## src/rtl/encoder_4x2_pending_pkg.sv

```systemverilog
// Shared definitions for the sequential 4-to-2 pending-event encoder.
// Holds line/index widths, FSM encoding and a one-hot helper.
package encoder_4x2_pending_pkg;

  localparam int IDX_W   = 2;
  localparam int N_LINES = 4;

  typedef enum logic {
    ST_IDLE    = 1'b0,
    ST_PRESENT = 1'b1
  } state_t;

  function automatic logic [N_LINES-1:0] idx_mask(
    input logic [IDX_W-1:0] i
  );
    logic [N_LINES-1:0] m;
    m    = '0;
    m[i] = 1'b1;
    return m;
  endfunction

endpackage

```

## src/rtl/encoder_4x2_pending_prio_sel.sv

```systemverilog
// Combinational 4-way selector: fixed (highest index wins) or
// round-robin starting at 'start' and wrapping modulo 4.
module prio_sel_4
  import encoder_4x2_pending_pkg::*;
(
  input  logic [N_LINES-1:0] req,
  input  logic [IDX_W-1:0]   start,
  input  logic               rr_en,
  output logic [IDX_W-1:0]   idx,
  output logic               any
);

  logic [IDX_W-1:0] j;

  always_comb begin
    idx = '0;
    j   = '0;
    any = |req;
    if (rr_en) begin
      // walk backwards so the entry nearest 'start' is written last
      for (int k = N_LINES-1; k >= 0; k--) begin
        j = start + IDX_W'(k);
        if (req[j]) idx = j;
      end
    end else begin
      for (int k = 0; k < N_LINES; k++) begin
        if (req[k]) idx = IDX_W'(k);
      end
    end
  end

endmodule

```

## src/rtl/encoder_4x2_pending.sv

```systemverilog
// Sticky pending-event collector emitting one 2-bit line index per
// valid/ready transfer, back-to-back while events remain pending.
module encoder_4x2_pending
  import encoder_4x2_pending_pkg::*;
#(
  parameter bit ROUND_ROBIN = 1'b0
) (
  input  logic       clk,
  input  logic       rst_n,
  input  logic       d3,
  input  logic       d2,
  input  logic       d1,
  input  logic       d0,
  input  logic       ready,
  output logic       a1,
  output logic       a0,
  output logic       valid,
  output logic [3:0] pend,
  output logic       merged
);

  state_t             state;
  logic [N_LINES-1:0] d;
  logic [N_LINES-1:0] pend_r;
  logic [N_LINES-1:0] pend_in;
  logic [IDX_W-1:0]   a_r;
  logic [IDX_W-1:0]   last;
  logic [IDX_W-1:0]   start;
  logic [IDX_W-1:0]   sel;
  logic               any;
  logic               merged_r;

  assign d       = {d3, d2, d1, d0};
  assign pend_in = pend_r | d;
  assign start   = last + 2'd1;

  prio_sel_4 u_sel (
    .req   (pend_in),
    .start (start),
    .rr_en (ROUND_ROBIN),
    .idx   (sel),
    .any   (any)
  );

  always_ff @(posedge clk or negedge rst_n) begin
    if (!rst_n) begin
      state    <= ST_IDLE;
      a_r      <= '0;
      pend_r   <= '0;
      last     <= 2'd3;
      merged_r <= 1'b0;
    end else begin
      merged_r <= |(d & pend_r);
      unique case (state)
        ST_IDLE: begin
          if (any) begin
            a_r    <= sel;
            pend_r <= pend_in & ~idx_mask(sel);
            last   <= sel;
            state  <= ST_PRESENT;
          end else begin
            pend_r <= pend_in;
          end
        end
        ST_PRESENT: begin
          if (!ready) begin
            pend_r <= pend_in;
          end else if (any) begin
            a_r    <= sel;
            pend_r <= pend_in & ~idx_mask(sel);
            last   <= sel;
          end else begin
            pend_r <= pend_in;
            state  <= ST_IDLE;
          end
        end
        default: state <= ST_IDLE;
      endcase
    end
  end

  assign a1     = a_r[1];
  assign a0     = a_r[0];
  assign valid  = (state == ST_PRESENT);
  assign pend   = pend_r;
  assign merged = merged_r;

endmodule
```

## config.mk

```make
export PLATFORM = sky130hd
export DESIGN_NAME = encoder_4x2_pending
export DESIGN_NICKNAME = d
export VERILOG_FILES = /design/src/rtl/encoder_4x2_pending_pkg.sv /design/src/rtl/encoder_4x2_pending_prio_sel.sv /design/src/rtl/encoder_4x2_pending.sv
export SDC_FILE = /design/constraint.sdc
export NUM_CORES = 1
export LEC_CHECK = 0
export BUFFER_PORTS_ARGS = -buffer_cell sky130_fd_sc_hd__buf_2
export CORE_AREA = 2 2 39 41
export DETAILED_ROUTE_END_ITERATION = 10
export DIE_AREA = 0 0 41 43
export GPL_ROUTABILITY_DRIVEN = 0
export GPL_TIMING_DRIVEN = 0
export SLEW_MARGIN = 20
export SYNTH_ARGS = -nofsm -noshare
export SYNTH_HDL_FRONTEND = slang
export SYNTH_SLANG_ARGS = --single-unit
```

## constraint.sdc

```tcl
create_clock -name clk -period 1.05 [get_ports clk]
set_input_delay 0.0525 -clock clk [delete_from_list [all_inputs] [get_ports clk]]
set_output_delay 0.0525 -clock clk [all_outputs]
set_load 0.005 [all_outputs]
```

==> metrics <==
hold crit path type in -> reg; Slew @ Worst Pin approximately 0.29 ns; synth cell count leaders dfrtp_1, nor2_1; Max Slew Vio Count 0; total number of yosys warnings 0; vias per cell around 4.7; final wirelength roughly 750 microns; Arr. time, crit path approximately 1.2 ns; cells on worst reg2reg path 3; Reg area 201 sq um; Rows 14; DR pass1 iterations 2; vias in the first global route between 300 and 400; Clock Path Buffers 2; cts bufs inserted 3; Critical Path RT between 1 and 1.5 ns; Final setup viols 1; area of the multi-input gates between 150 and 200 sq um; final hold viol count 0; clock sink count 8; MaxCap Viol Count 0; Post-Synthesis Cells 29; status finished with violations; initial antenna violation count 0; f_max 946 MHz; drt drc 0; Post-synth EDFFs 0; Die W between 40 and 50 microns; # H-tree levels 1; share of cells above drive strength 1 0.560; relative slew slack 0.805; placed cell areas 445 sq um; syn nets 36; CTS tree yes; Initial DRC Count 4; first-pass GRT wire length between 1 and 1.5 mm; starting density of the core 0.257; Final Skew between 0.003 and 0.004 ns; Peak VDD IR about 0.45 mV; Area contributors post-synth dfrtp_1, nor4b_4, a22oi_1; CTS root buffer clkbuf_4; Worst setup SP type flop; Max FO, Critical Path 3; worst hold stages 3; cell count after placement between 50 and 60; die area around 1800 sq um; CP endpoint kind flop; cell with the most instances after synthesis dfrtp_1; routed length per instance 11.4 microns; library cells used by synthesis 15; fill cell count about 150; Synth top area share 0.563; leakage power total 0.210 nW; largest area contributor in the netlist dfrtp_1; Top-Level Pins 15; post-route minimum period roughly 1.1 ns; PwrDens ~1300 nW/um^2; final instance area between 500 and 600 sq um; largest net degree at the start of global routing 9; final worst setup slack -0.00692 ns; routed via count roughly 310; Avg Cell Area, Syn 12.3 sq um; Yosys reg bits 8; RSZ-0062 raised after global routing yes; GRT overflow 0; final net count 59; dominant synthesized flop cell dfrtp_1; Die Height about 43 microns; Worst-path clk slew approximately 0.060 ns; Post-synth ARST share 1.00; final cell count without fillers 66; worst-skew pair later-pin latency approximately 0.25 ns; Final period util 1.01; # diodes 0; kind of critical path reg -> reg; Overall Global Routing Usage 0.115; HPWL Detailed 538 microns; Mapped Area roughly 360 sq um; total power about 680 uW; core box area approximately 1400 sq um; Port Buf Inserts 14; Antenna Nets Post-Route 0; Area Overhead vs Synth 44.0%; sequential area share after synthesis 0.563; failing checks setup timing
## area by class of cell
class                      instances  share of cell area
clock buffer                       3              0.0440
tap                               16              0.0391
multi-input combinational         21               0.323
timing repair buffer              18               0.200
sequential                         8               0.394
## path summary, 6_finish.rpt
kind	start	end	slack (ns)
worst max-delay path	pend[3]$_DFF_PN0_	pend[0]$_DFF_PN0_	-0.007
worst min-delay path	d1	valid$_DFF_PN0_	0.05
worst max register to register	pend[3]$_DFF_PN0_	pend[0]$_DFF_PN0_	-0.007
worst min register to register	a_r[1]$_DFFE_PN0P_	a_r[1]$_DFFE_PN0P_	0.51
max in group asynchronous	rst_n	pend[2]$_DFF_PN0_	0.70
min in group asynchronous	rst_n	valid$_DFF_PN0_	0.17
## cells in the final DEF, fill, tap and decap left out, types with 2 or more instances in the layout
master and n:
a22oi_1 2, buf_4 3, o21ai_0 2, o21ai_1 2, dfrtp_1 7, clkbuf_4 3
nor4_2 2, nor2_1 3, nand2_1 2, buf_2 14
## kinds of logic (layout without fill, tap and decap cells)
kind of cell | Yosys count | in the layout | share of synthesized area
AOI/OAI and AO/OA | 9 | 9 | 0.169
DFF | 8 | 8 | 0.563
and+or+nand+nor | 12 | 12 | 0.268
buffers and inverters | 0 | 21 | 0
## routing by layer
| layer | share of wire | global-route usage | vias up |
|---|---|---|---|
| met4 | 0 | 0.100 | 0 |
| met3 | 0.053 | 0.0314 | 0 |
| met5 | 0 | 0 | - |
| met2 | 0.55 | 0.166 | 7 |
| li1 | - | - | 154 |
| met1 | 0.39 | 0.132 | 151 |
## repair_timing
action | CTS | global route
endpoints found under the setup margin | 3 | 6
setup buffers | 2 | 1
gates resized for setup | 0 | 3
hold buffers | 1 | 0
endpoints found under the hold margin | 8 | 0
pin swaps | 1 | 2
## metrics by stage
stage | util | hold slack, ns | setup slack [ns] | TNS (ns)
final | 0.370 | 0.0461 | -0.00692 | -0.00692
after global routing | 0.370 | 0.0669 | -0.0638 | -0.266
after CTS | 0.356 | 0.0395 | 0.00338 | 0
after detailed placement | 0.322 | -0.0950 | -0.0342 | -0.0422
after global placement | 0.322 | -0.0979 | -0.0221 | -0.0221
after floorplan | - | -0.243 | 0.0614 | 0
## registers in the layout (all words and copies together), names as in the netlist
register,count
valid,1
a_r,2
pend,4
merged,1
## critical path, stage by stage, from the launching register on
cell     delay [ns]
dfrtp_1        0.41
nor2_2         0.15
nor4b_4        0.29
a21oi_2        0.09
## where the power goes
group | internal (mW) | leakage [nW] | switching, mW
clock | 0.131 | 0.0138 | 0.106
sequential | 0.327 | 0.0809 | 0.0173
combinational | 0.0536 | 0.116 | 0.0469
No activity file was read; power rests on OpenSTA's default activity.
